### src/rtl/alu_pkg.sv
// Shared opcode and FSM definitions for the registered ALU and its multiplier.
package alu_pkg;

    localparam logic [2:0] OP_ADD = 3'b000;
    localparam logic [2:0] OP_SUB = 3'b001;
    localparam logic [2:0] OP_AND = 3'b010;
    localparam logic [2:0] OP_OR  = 3'b011;
    localparam logic [2:0] OP_XOR = 3'b100;
    localparam logic [2:0] OP_MUL = 3'b101;
    localparam logic [2:0] OP_LTU = 3'b110;
    localparam logic [2:0] OP_RSV = 3'b111;

    typedef enum logic {
        ST_IDLE = 1'b0,
        ST_MUL  = 1'b1
    } state_t;

endpackage

### src/rtl/alu_mul_seq.sv
// Iterative shift-add multiplier: one partial product per clock, WIDTH iterations after load.
module alu_mul_seq #(
    parameter int WIDTH = 4
) (
    input  logic                 clk,
    input  logic                 rst,
    input  logic                 load,
    input  logic [WIDTH-1:0]     a,
    input  logic [WIDTH-1:0]     b,
    output logic [2*WIDTH-1:0]   prod,
    output logic                 last
);

    localparam int CW = $clog2(WIDTH + 1);

    logic [2*WIDTH-1:0] acc;
    logic [2*WIDTH-1:0] mcand;
    logic [WIDTH-1:0]   mplier;
    logic [CW-1:0]      cnt;
    logic               run;

    // prod is the accumulator after the current iteration, so the top can capture it on the final edge.
    assign prod = mplier[0] ? (acc + mcand) : acc;
    assign last = run && (cnt == CW'(WIDTH - 1));

    always_ff @(posedge clk) begin
        if (rst) begin
            acc    <= '0;
            mcand  <= '0;
            mplier <= '0;
            cnt    <= '0;
            run    <= 1'b0;
        end else if (load) begin
            acc    <= '0;
            mcand  <= {{WIDTH{1'b0}}, a};
            mplier <= b;
            cnt    <= '0;
            run    <= 1'b1;
        end else if (run) begin
            acc    <= prod;
            mcand  <= mcand << 1;
            mplier <= mplier >> 1;
            cnt    <= cnt + CW'(1);
            if (last) begin
                run <= 1'b0;
            end
        end
    end

endmodule

### src/rtl/alu_seq.sv
// Registered ALU with start/busy/done handshake; MUL is delegated to the iterative multiplier.
module alu_seq
    import alu_pkg::*;
#(
    parameter int WIDTH = 4
) (
    input  logic                 clk,
    input  logic                 rst,
    input  logic                 start,
    input  logic [WIDTH-1:0]     A,
    input  logic [WIDTH-1:0]     B,
    input  logic [2:0]           sel,
    output logic [2*WIDTH-1:0]   Y,
    output logic                 zero,
    output logic                 busy,
    output logic                 done
);

    state_t             state;
    state_t             state_next;
    logic               mul_load;
    logic [2*WIDTH-1:0] mul_prod;
    logic               mul_last;
    logic               wr_en;
    logic [2*WIDTH-1:0] wr_val;
    logic [2*WIDTH-1:0] alu_res;
    logic [2*WIDTH-1:0] ext_a;
    logic [2*WIDTH-1:0] ext_b;

    assign ext_a = {{WIDTH{1'b0}}, A};
    assign ext_b = {{WIDTH{1'b0}}, B};
    assign busy  = (state == ST_MUL);

    alu_mul_seq #(.WIDTH(WIDTH)) u_mul (
        .clk  (clk),
        .rst  (rst),
        .load (mul_load),
        .a    (A),
        .b    (B),
        .prod (mul_prod),
        .last (mul_last)
    );

    // Subtraction in 2*WIDTH bits gives the sign-extended difference directly.
    always_comb begin
        alu_res = '0;
        case (sel)
            OP_ADD:  alu_res = ext_a + ext_b;
            OP_SUB:  alu_res = ext_a - ext_b;
            OP_AND:  alu_res = ext_a & ext_b;
            OP_OR:   alu_res = ext_a | ext_b;
            OP_XOR:  alu_res = ext_a ^ ext_b;
            OP_LTU:  alu_res = {{(2*WIDTH-1){1'b0}}, (A < B)};
            OP_RSV:  alu_res = '0;
            default: alu_res = '0;
        endcase
    end

    always_comb begin
        state_next = state;
        mul_load   = 1'b0;
        wr_en      = 1'b0;
        wr_val     = '0;
        case (state)
            ST_IDLE: begin
                if (start) begin
                    if (sel == OP_MUL) begin
                        mul_load   = 1'b1;
                        state_next = ST_MUL;
                    end else begin
                        wr_en  = 1'b1;
                        wr_val = alu_res;
                    end
                end
            end
            ST_MUL: begin
                if (mul_last) begin
                    wr_en      = 1'b1;
                    wr_val     = mul_prod;
                    state_next = ST_IDLE;
                end
            end
            default: state_next = ST_IDLE;
        endcase
    end

    always_ff @(posedge clk) begin
        if (rst) begin
            state <= ST_IDLE;
            Y     <= '0;
            zero  <= 1'b1;
            done  <= 1'b0;
        end else begin
            state <= state_next;
            done  <= wr_en;
            if (wr_en) begin
                Y    <= wr_val;
                zero <= (wr_val == '0);
            end
        end
    end

endmodule

### config.mk
export PLATFORM = sky130hd
export DESIGN_NAME = alu_seq
export DESIGN_NICKNAME = d
export VERILOG_FILES = /design/src/rtl/alu_pkg.sv /design/src/rtl/alu_mul_seq.sv /design/src/rtl/alu_seq.sv
export SDC_FILE = /design/constraint.sdc
export NUM_CORES = 1
export LEC_CHECK = 0
export ABC_AREA = 1
export CORE_MARGIN = 2
export CORE_UTILIZATION = 62
export CTS_CLUSTER_SIZE = 14
export DETAILED_ROUTE_END_ITERATION = 8
export DONT_BUFFER_PORTS = 1
export PLACE_DENSITY_LB_ADDON = 0.12
export SYNTH_ARGS = -nofsm -noshare
export SYNTH_HDL_FRONTEND = slang
export SYNTH_SLANG_ARGS = --single-unit
### constraint.sdc
create_clock -name clk -period 2.3 [get_ports clk]
set_clock_uncertainty 0.2 [all_clocks]
set_input_delay 0.46 -clock clk [delete_from_list [all_inputs] [get_ports clk]]
set_output_delay 0.46 -clock clk [all_outputs]
set_load 0.05 [all_outputs]
---- Yosys cells after proc, flatten, opt, wreduce, memory -nomap -nowiden ----
Cells that the tools add are included.
storage, ports and cells
  input port bits ......................... 14
  logic and storage cells ................. 52
  register bits after elaboration ......... 35
  output and inout port bits .............. 11
cells by class
  bitwise operators ....................... 4
  reductions and logical operators ........ 5
  eq/ne operators ......................... 7
  multiplexer cells ....................... 21
  $lt $le $gt $ge ......................... 1
  $add $sub $neg .......................... 4
operators with widths
  operator             number
  $pmux 8 s6           1
  $mux 8               4
  $mux 4               4
  $pmux 8 s2           1
  $eq 3x2->1 const B   3
  $eq 3x3->1 const B   3
  $mux 1               9
  $add 8x8->8          1
  $logic_not 8->1      1
  $add 4x4->5          1
  $sub 4x4->5          1
  $and 4x4->4          1
  $lt 4x4->1           1
  $or 4x4->4           1
  $pmux 1 s2           2
  $xor 4x4->4          1
  $add 3x1->3 const B  1
  $eq 3x1->1 const B   1
  $logic_not 3->1      1
  $reduce_bool 2->1    1
  $reduce_or 2->1      1
  $logic_and 1x1->1    1
  $not 1->1            1

---- Longest topological paths before layout ----
Gate-level depths: netlist (run 1).
  depth in word-level cells ............... 6
  gate-level depth with buffers ........... 17
  depth with buffers taken out ............ 17

---- Cells and area by module ----
Synthesis (run 1) repeated with hierarchy kept, for this count alone.
second synthesis, totals
  cell total of the unflattened synthesis .. 385
  area, all modules ....................... 2494.9 um2
modules (own cells, without submodules)
  module       cells an instance  area each (um2)  sequential area each (um2)  instances
  alu_mul_seq  198                1375.1           480.5                       1
  alu_seq      187                1119.8           220.2                       1

---- Least setup slack after synthesis (run 1) ----
Ideal clock, no wire load.
  kind .................................... input -> register
  start point ............................. input port A[0]
  end point ............................... register zero
  setup slack ............................. 0.204 ns
  path buffers ............................ 0
  stages .................................. 16
  library setup time ...................... 0.113 ns
  data arrival time ....................... 1.783 ns
  required time ........................... 1.987 ns
  path through ............................ inv_1 > ha_1 > inv_1 > fa_1 > inv_1 > nor2_1 > o21ai_0 > nand3_1 > nand2_1 > nand2_1 > nand2_1 > inv_1 > nand2_1 > nor2_1 > nand3_1 > nand2_1
between the ends
  cells in the longest elaborated chain, start to end .. 6
  elaborated cells between the ends (all ways) .. 11
  classes of those cells .................. 2 x add/sub; 1 x order compare; 4 x mux; 3 x bitwise; 1 x reduce/logical
ends and longest elaborated chain
  what                                       line           RTL
  start: declaration                         alu_seq.sv:10  input logic [WIDTH-1:0] A,
  $sub 4x4->5, or another cell as far along  alu_seq.sv:49  OP_SUB: alu_res = ext_a - ext_b;
  $pmux 8 s6 *                               alu_seq.sv:47  case (sel)
  $mux 8 *                                   alu_seq.sv:67  if (sel == OP_MUL) begin
  $mux 8 *                                   alu_seq.sv:66  if (start) begin
  $pmux 8 s2 *                               alu_seq.sv:64  case (state)
  $logic_not 8->1 *                          alu_seq.sv:98  zero <= (wr_val == '0);
  end signal: assignment                     alu_seq.sv:98
  end: declaration                           alu_seq.sv:14  output logic zero,
Mark *: on every way between the ends. The rest lies on a longest branch, timed or not.
A chain may end at the register's enable or synchronous reset.

---- Worst setup path in the final report (run 1) ----
  start point ............................. register u_mul.mcand[0]
  end point ............................... register zero
between the ends
  cells in the longest elaborated chain, start to end .. 5
ends and longest elaborated chain
  what                      line               RTL
  start: declaration        alu_mul_seq.sv:17  logic [2*WIDTH-1:0] mcand;
  start signal: assignment  alu_mul_seq.sv:35  mcand <= {{WIDTH{1'b0}}, a};
  start signal: assignment  alu_mul_seq.sv:41  mcand <= mcand << 1;
  $add 8x8->8               alu_mul_seq.sv:23  assign prod = mplier[0] ? (acc + mcand) : acc;
  $mux 8                    alu_mul_seq.sv:23
  $mux 8                    alu_seq.sv:77      if (mul_last) begin
  $pmux 8 s2                alu_seq.sv:64
  $logic_not 8->1           alu_seq.sv:98
Every way passes these cells.

==> results of run 1 <==
[registers in the layout, summed over array words and instances, names as in the netlist]
register      flops
Y                 8
busy              1
done              1
u_mul.acc         8
u_mul.cnt         3
u_mul.mcand       8
u_mul.mplier      4
u_mul.run         1
zero              1
[placed cells by master, fill, tap and decap left out, types with 4 or more instances in the layout]
cell type	synthesis	layout
a21oi_1	24	24
a31oi_1	4	4
clkbuf_8	0	7
dfxtp_1	35	33
ha_1	21	20
inv_1	56	56
inv_2	7	7
nand2_1	95	95
nand3_1	34	34
nand4_1	5	5
nor2_1	38	38
nor2_4	4	4
o211ai_1	4	4
o21ai_0	11	11
o21ai_1	4	4
[worst min-delay path by stage]
stage	startpoint	end	slack [ns]
after floorplan	u_mul.mplier[3]$_SDFFE_PP0P_	u_mul.mplier[3]$_SDFFE_PP0P_	0.24
after global placement	u_mul.mplier[3]$_SDFFE_PP0P_	u_mul.mplier[3]$_SDFFE_PP0P_	0.25
after detailed placement	u_mul.mplier[3]$_SDFFE_PP0P_	u_mul.mplier[3]$_SDFFE_PP0P_	0.26
after CTS	rst	u_mul.mplier[1]$_SDFFE_PP0P_	0.02
after global routing	rst	u_mul.mplier[1]$_SDFFE_PP0P_	0.02
final	rst	u_mul.mcand[0]$_SDFFE_PP0P_	0.03
[timing repair]
item,in CTS,in global routing
hold buffers,0,0
endpoints found under the setup margin,0,1
resized for setup,0,3
endpoints found under the hold margin,0,0
[routing by layer]
metal / vias up / GRT usage (%)
met5: - / 0
met4: 0 / 11.0
met3: 5 / 5.00
met2: 57 / 41.2
met1: 1017 / 34.7
li1: 1211 / -
[area by class of cell]
cell class	instances	area, µm²	share of cell area, %
clock buffers	7	96.3	3.60
flip-flops and latches	35	703	26.2
inverters	66	253	9.43
repair buffers	3	22.5	0.841
well taps	50	62.6	2.34
multi-input cells	272	1530	57.3
clock inverters	1	7.51	0.280
[synth_stat cells]
| master | number | share of area, % |
|---|---|---|
| nand3_1 | 34 | 6.7 |
| mux2i_1 | 1 | 0.40 |
| ha_1 | 21 | 10 |
| clkinv_1 | 1 | 0.15 |
| a221oi_2 | 1 | 0.60 |
| dfxtp_1 | 35 | 28 |
| a31oi_1 | 4 | 0.99 |
| nor2_2 | 3 | 0.74 |
| o22ai_1 | 1 | 0.25 |
| nor3_1 | 1 | 0.20 |
| nor2_1 | 38 | 5.7 |
| nand3_4 | 1 | 0.69 |
| o21a_1 | 2 | 0.60 |
| o211ai_1 | 4 | 1.2 |
| and2_1 | 1 | 0.25 |
| nand2_2 | 2 | 0.50 |
| nand2_1 | 95 | 14 |
| fa_1 | 3 | 2.4 |
| nand2b_1 | 1 | 0.25 |
| inv_2 | 7 | 1.0 |
| a21oi_1 | 24 | 4.8 |
| inv_1 | 56 | 8.3 |
| buf_2 | 2 | 0.40 |
| xnor2_1 | 3 | 1.0 |
| nor2_4 | 4 | 1.8 |
| o21ai_1 | 4 | 0.79 |
| o21ai_0 | 11 | 2.2 |
| inv_4 | 2 | 0.50 |
| buf_6 | 1 | 0.45 |
| clkbuf_1 | 4 | 0.60 |
| nand3_2 | 2 | 0.79 |
| o21bai_1 | 1 | 0.30 |
| nand4_1 | 5 | 1.2 |
| nand2_4 | 3 | 1.3 |
| or2_2 | 2 | 0.50 |
[stage by stage]
| step | area, µm² | util, % | hold WS, ns | power (mW) | setup WS (ns) |
|---|---|---|---|---|---|
| floorplan | 2520 | - | 0.240 | 0.861 | 0.204 |
| global placement | 2570 | 65.2 | 0.246 | 0.899 | 0.0948 |
| detailed placement | 2570 | 65.2 | 0.265 | 0.902 | 0.0431 |
| CTS | 2670 | 67.8 | 0.0227 | 1.41 | 0.155 |
| global route | 2680 | 67.9 | 0.0179 | 1.46 | 0.00224 |
| finish | 2680 | 67.9 | 0.0274 | 1.39 | 0.177 |
[worst max-delay path, delay by kind of cell (launching register included)]
family	cells	cell delay, ns
compound gates	1	0.13
fa+ha+maj	2	0.56
buf+inv	3	0.21
flops	1	0.35
simple gates	8	0.62
[cells by family after synthesis]
family,synth area share [%]
buffers and inverters,11.5
xor gates and xnor gates,1.04
AOI/OAI and AO/OA,11.7
DFF,27.8
muxes,0.397
adders and majority gates,12.8
and+or+nand+nor,34.8
[report_power, final]
group	total [mW]	internal [mW]	switching [mW]
logic	0.207	0.0733	0.134
registers	0.683	0.626	0.0565
clock network	0.497	0.272	0.224
total	1.39	0.972	0.415
==> impl_metrics.toml, run 1 <==
[logic_synthesis]
synth_seq_area_share_pct = 27.8
ys_warn_count = 0
synth_nets = 418
syn_area_per_cell_um2 = 6.63
syn-instance-count = 380
synth.ff_latch_count = 35
syn_area_mm2 = 0.00252
synth.distinct_cells = 35

[cells_and_area]
nNetsFinal = 421
n_antenna_cell = 0
drive_above_1_share_pct = 10.7
fin_cells = 434
area_growth_pct = 6.25
fillers = 359

[power]
power.density_mw_per_mm2 = 518
p_leak_nw = 1.30
ir_worst_vdd_mv = 0.417

[grt]
grt_max_degree = 17
grt_pass1_wl_um = 8940
antenna_found_initial = 0
grtUsageTotal_pct = 26.1
grt_pass1_vias = 2023
overflow = 0

[sta]
final-max-slew-violation-count = 0
period_share_pct = 92.3
layout_min_cycle_time_ns = 2.12
hold_viol = 0
max-slew-margin-rel_pct = 64.4
setup_tns_ns = 0
setup_viol = 0
max_freq_ghz = 0.471
rsz0062_at_grt = "no"
worst_slew_pin_slew_ns = 0.533

[routing]
dr.first_iter.drc_count = 134
dr_wl_met3_um = 318
via_count = 2290
dr.pass1.iters = 4
drt.antenna.violating_nets = 0
via_per_inst = 5.28
wl_um = 5450
wl_met1_um = 2560
dr_wl_met2_um = 2510
drc = 0
wl_per_cell_um = 12.6
dr.max_layer_used = "met4"

[outcome]
status = "finished, final reports clean"

[clock_tree]
clkTransAtPathRegs_ns = 0.07
tritoncts = "done"
numClockSinks = 35
post_cts_buffers = 0
htree_levels = 2
root_buffer = "clkbuf_8"
insertion_delay_ns = 0.29
clockBufferDepth = 2
cts-buffers-inserted = 5

[worst_setup_path]
crit_chain = "ha_2, inv_1, fa_1, inv_1, nand3_1, nand3_1, nand3_1, o211ai_1, nand2_1, inv_1, nand2_1, nor2_1, nand3_1, nand2_1"
startpoint = "u_mul.mcand[0]$_SDFFE_PP0P_"
start_kind = "flip-flop"
cp_slowest_cell = "fa_1"
critPathMaxStageDelay_ns = 0.38
crit_arrival_ns = 2.16
rr_startpoint = "u_mul.mcand[0]$_SDFFE_PP0P_"
r2r_cells = 14
endpoint_kind = "flip-flop"
r2r_slack_ns = 0.18
crit_fanout = 3
r2r_end = "zero$_SDFFE_PP1P_"
crit_path_end = "zero$_SDFFE_PP1P_"
critPathMostFrequentCell = "nand3_1"
path_class = "flip-flop to flip-flop"
worstPathRequired_ns = 2.34

[place]
io_buffers = 0
dp.cells = 426
hpwlAfterDp_um = 4210
place_congestion = 0.957

[floorplan]
start_util_pct = 63.9
dieArea_mm2 = 0.00459
die_h_um = 67.8
row_count = 23
core_mm2 = 0.00394
die_w_um = 67.8
io_pins = 25

[run]
cap_violations = 0

[min_path]
hold_depth = 1
hp-class = "input port to flip-flop"
Note: power is estimated with default switching activity, not from simulation.
==> run 2, diff against run 1 <==
CORE_MARGIN = 3   (was 2)
==> run 2 against run 1 <==
  * Hold slack lost 0.0080 ns
  * Largest cell class unchanged
  * Sequential cell count is the same
  * Core utilization grew 1.7 points
  * Routed wire length grew 0.75%
  * Count of clock-buffer cells in the layout is the same
  * Critical endpoint unchanged
  * Register-to-register slack is essentially flat
  * Die area grew 6.0%
  * Fmax grew 0.37%
==> impl_metrics.toml, run 2 (same netlist as run 1, synthesis figures left out) <==
[outcome]
status = "finished, final reports clean"

[power]
finalPower_mw = 1.33
p_leak_nw = 1.29
power.density_mw_per_mm2 = 502
ir_worst_vdd_mv = 0.448

[worst_setup_path]
r2r_cells = 14
endpoint_kind = "flip-flop"
start_kind = "flip-flop"
critPathMostFrequentCell = "nand3_1"
worstPathRequired_ns = 2.34
worst-path-stages = 14
critPathMaxStageDelay_ns = 0.38
critical-path-top-delay-family = "simple AND/OR/NAND/NOR gates"
crit_arrival_ns = 2.15
crit_chain = "ha_1, inv_1, fa_1, inv_1, nand3_1, nand3_1, nand3_1, o211ai_1, nand2_1, inv_1, nand2_1, nor2_1, nand3_1, nand2_1"
path_class = "flip-flop to flip-flop"
r2r_slack_ns = 0.19
rr_startpoint = "u_mul.mcand[0]$_SDFFE_PP0P_"
crit_fanout = 3
crit_buf_inv = 3
cp_slowest_cell = "fa_1"
r2r_end = "zero$_SDFFE_PP1P_"

[run]
cap_violations = 0

[routing]
wl_um = 5490
dr.first_iter.drc_count = 124
drt.antenna.violating_nets = 0
dr.pass1.iters = 4
via_per_inst = 5.28
drc = 0
via_count = 2277
wl_per_cell_um = 12.7

[grt]
overflow = 0
grt_pass1_wl_um = 9500
grt_max_degree = 27
grtUsageTotal_pct = 24.0
grt_pass1_vias = 2103
antenna_found_initial = 0

[cells_and_area]
drive_above_1_share_pct = 9.66
fillers = 332
nNetsFinal = 420
stdcell_area_mm2 = 0.00264
n_antenna_cell = 0
reg_top3 = "Y (8), u_mul.acc (8), u_mul.mcand (8)"
area_growth_pct = 4.86
mostFrequentLayoutCell = "nand2_1"
final_cell_mix = "95 x nand2_1, 56 x inv_1, 38 x nor2_1"

[floorplan]
start_util_pct = 66.4
io_pins = 25
dieArea_mm2 = 0.00487
row_count = 22
core_mm2 = 0.00380
die_h_um = 69.8
die_w_um = 69.8

[min_path]
hp-class = "input port to flip-flop"
whs_endpoint = "done$_SDFF_PP0_"
hold_depth = 1
hold_path_startpoint = "rst"

[clock_tree]
clkTransAtPathRegs_ns = 0.08
cts-buffers-inserted = 5
insertion_delay_ns = 0.30
tritoncts = "done"
htree_levels = 2
post_cts_buffers = 0
numClockSinks = 35
clockBufferDepth = 2
root_buffer = "clkbuf_8"

[sta]
max-slew-margin-rel_pct = 65.3
final-max-slew-violation-count = 0
setup_viol = 0
rsz0062_at_grt = "no"
setup_tns_ns = 0
max_freq_ghz = 0.473
layout_min_cycle_time_ns = 2.11
setup_ws_ns = 0.185
hold_viol = 0
period_share_pct = 92.0
worst_slew_pin_slew_ns = 0.520

[place]
dp_slack_ns = 0.0506
place_area_mm2 = 0.00256
io_buffers = 0
place_congestion = 0.924
hpwlAfterDp_um = 4270
## run 2: metrics by stage
step | util (%) | std cells | hold WS [ns]
floorplan | - | 380 | 0.240
global placement | 67.4 | 423 | 0.247
detailed placement | 67.4 | 423 | 0.253
CTS | 69.5 | 431 | 0.0161
global route | 69.6 | 431 | 0.00772
finish | 69.6 | 431 | 0.0194
## run 2: how the worst max path moves through the flow
stage                                           start                end
after detailed placement                         A[0]  zero$_SDFFE_PP1P_
after CTS                 u_mul.mcand[0]$_SDFFE_PP0P_  zero$_SDFFE_PP1P_
after global routing      u_mul.mcand[0]$_SDFFE_PP0P_  zero$_SDFFE_PP1P_
after floorplan                                  A[0]  zero$_SDFFE_PP1P_
after global placement                           A[0]  zero$_SDFFE_PP1P_
final                     u_mul.mcand[0]$_SDFFE_PP0P_  zero$_SDFFE_PP1P_
## run 2: repair_timing
item                                    in CTS  in global routing
resized for setup                            0                  2
endpoints found under the hold margin        0                  0
hold buffers                                 0                  0
endpoints found under the setup margin       0                  1
## run 2: final cells by class
| class | instances | area (µm²) | share of cell area (%) |
|---|---|---|---|
| clock buffer | 7 | 76.3 | 2.89 |
| inverter | 66 | 253 | 9.56 |
| timing repair buffer | 2 | 15.0 | 0.568 |
| sequential | 35 | 703 | 26.6 |
| multi-input combinational | 272 | 1530 | 57.9 |
| clock inverter | 1 | 5.00 | 0.189 |
| tap | 48 | 60.1 | 2.27 |
## run 2: where the power goes
group          leakage (nW)  switching, mW  internal, mW
registers             0.285         0.0564         0.626
clock network        0.0422          0.225         0.212
logic                 0.962          0.136        0.0729
## run 2: routing by layer
metal	up-vias	global-route usage [%]	wire length [µm]
met3	12	6.38	367
met5	-	0	0
met2	73	36.6	2350
met1	982	32.4	2660
li1	1210	-	-
met4	0	8.94	114
==> run 3, diff against run 2 <==
RECOVER_POWER = 50   (was default)
==> run 3 against run 2 <==
  * Register-to-register slack barely moved
  * Sequential cell count did not move
  * First-iteration DRC count fell by 5.6%
  * Critical path depth did not move
  * Combinational power fell by 2%
  * Via count fell by 0.88%
  * Sequential share of layout area rose by 0.24 points
  * Hold slack got worse by 0.00081 ns
  * Power fell by 0.21%
  * Fmax rose by 0.10%
  * Non-clock buffer count did not move
  * Routed wire length fell by 0.75%
==> impl_metrics.toml, run 3 (same netlist as run 1, synthesis figures left out) <==
[clock_tree]
cts-buffers-inserted = 5
numClockSinks = 35
clkTransAtPathRegs_ns = 0.08
tritoncts = "done"
post_cts_buffers = 0
insertion_delay_ns = 0.30
root_buffer = "clkbuf_8"
clockBufferDepth = 2
htree_levels = 2
cts_repair_resize_count = 0
cts-hold-fix-buffers = 0

[grt]
grt_pass1_vias = 2103
grtUsageTotal_pct = 24.0
grt_pass1_wl_um = 9500
overflow = 0
grt_max_degree = 27
antenna_found_initial = 0

[sta]
final-max-slew-violation-count = 0
rsz0062_at_grt = "no"
worst_slew_pin_slew_ns = 0.623
setup_viol = 0
period_share_pct = 91.9
setup_tns_ns = 0
layout_min_cycle_time_ns = 2.11
max_freq_ghz = 0.473
hold_viol = 0
max-slew-margin-rel_pct = 58.4

[cells_and_area]
area_growth_pct = 3.92
mostFrequentLayoutCell = "nand2_1"
final_cell_mix = "95 x nand2_1, 58 x inv_1, 39 x nor2_1"
reg_top3 = "Y (8), u_mul.acc (8), u_mul.mcand (8)"
final_util_pct = 69.0
drive_above_1_share_pct = 8.62
n_antenna_cell = 0
fin_cells = 431
nNetsFinal = 420

[routing]
dr.pass1.iters = 4
drc = 0
wl_per_cell_um = 12.7
via_count = 2257
dr.first_iter.drc_count = 117
drt.antenna.violating_nets = 0
dr_wl_met3_um = 340
dr.max_layer_used = "met4"
dr_wl_met2_um = 2330
wl_met1_um = 2670
wl_um = 5450
via_per_inst = 5.24

[power]
p_leak_nw = 1.28
finalPower_mw = 1.33
power.density_mw_per_mm2 = 506
ir_worst_vdd_mv = 0.447

[floorplan]
start_util_pct = 66.4
die_w_um = 69.8
core_mm2 = 0.00380
io_pins = 25
dieArea_mm2 = 0.00487
die_h_um = 69.8
row_count = 22

[run]
cap_violations = 0

[place]
place_congestion = 0.924
dp.cells = 423
io_buffers = 0
hpwlAfterDp_um = 4270

[worst_setup_path]
rr_startpoint = "u_mul.mcand[0]$_SDFFE_PP0P_"
startpoint = "u_mul.mcand[0]$_SDFFE_PP0P_"
r2r_end = "zero$_SDFFE_PP1P_"
worstPathRequired_ns = 2.34
r2r_cells = 14
endpoint_kind = "flip-flop"
crit_path_end = "zero$_SDFFE_PP1P_"
crit_fanout = 3
r2r_slack_ns = 0.19
start_kind = "flip-flop"
crit_arrival_ns = 2.15
path_class = "flip-flop to flip-flop"

[min_path]
hold_path_startpoint = "rst"
hp-class = "input port to flip-flop"
hold_depth = 1

[outcome]
status = "finished, final reports clean"
## run 3: final cells by class
cell class,instances,area [µm²]
Inverter,66,253
Clock buffer,7,76.3
Sequential cell,35,703
Clock inverter,1,5.00
Multi-Input combinational cell,272,1510
Fill cell,335,1180
Timing Repair Buffer,2,8.76
Tap cell,48,60.1
## run 3: worst max-delay path, cell delays in order (launching register included)
cell and delay [ns]:
dfxtp_2 0.35, ha_1 0.17, inv_1 0.05, fa_1 0.38
inv_1 0.09, nand3_1 0.09, nand3_1 0.10, nand3_1 0.10
o211ai_1 0.13, nand2_1 0.07, inv_1 0.07, nand2_1 0.05
nor2_1 0.10, nand3_1 0.07, nand2_1 0.06
## run 3: worst min-delay path by stage
stage / to / slack, ns
2_1_floorplan: u_mul.mplier[3]$_SDFFE_PP0P_ / 0.24
6_report: done$_SDFF_PP0_ / 0.02
3_3_place_gp: u_mul.mplier[3]$_SDFFE_PP0P_ / 0.25
3_5_place_dp: u_mul.mplier[3]$_SDFFE_PP0P_ / 0.25
5_1_grt: u_mul.mcand[0]$_SDFFE_PP0P_ / 0.008
4_1_cts: u_mul.mplier[1]$_SDFFE_PP0P_ / 0.02
## run 3: per-stage QoR
stage / hold slack (ns) / area [µm²] / setup slack (ns)
final: 0.0186 / 2620 / 0.187
after global routing: 0.00763 / 2620 / 0.0156
after CTS: 0.0161 / 2640 / 0.141
after detailed placement: 0.253 / 2560 / 0.0506
after global placement: 0.247 / 2560 / 0.0758
after floorplan: 0.240 / 2520 / 0.204
## run 3: power breakdown
group	switching [mW]	internal, mW	total (mW)
Clock	0.226	0.213	0.439
Combinational	0.133	0.0706	0.204
Sequential	0.0562	0.626	0.682
Total	0.416	0.909	1.33
## run 3: per-layer routing
metal,GRT usage [%],up-vias
li1,-,1208
met4,8.94,0
met1,32.4,977
met2,36.6,60
met3,6.38,12
met5,0,-
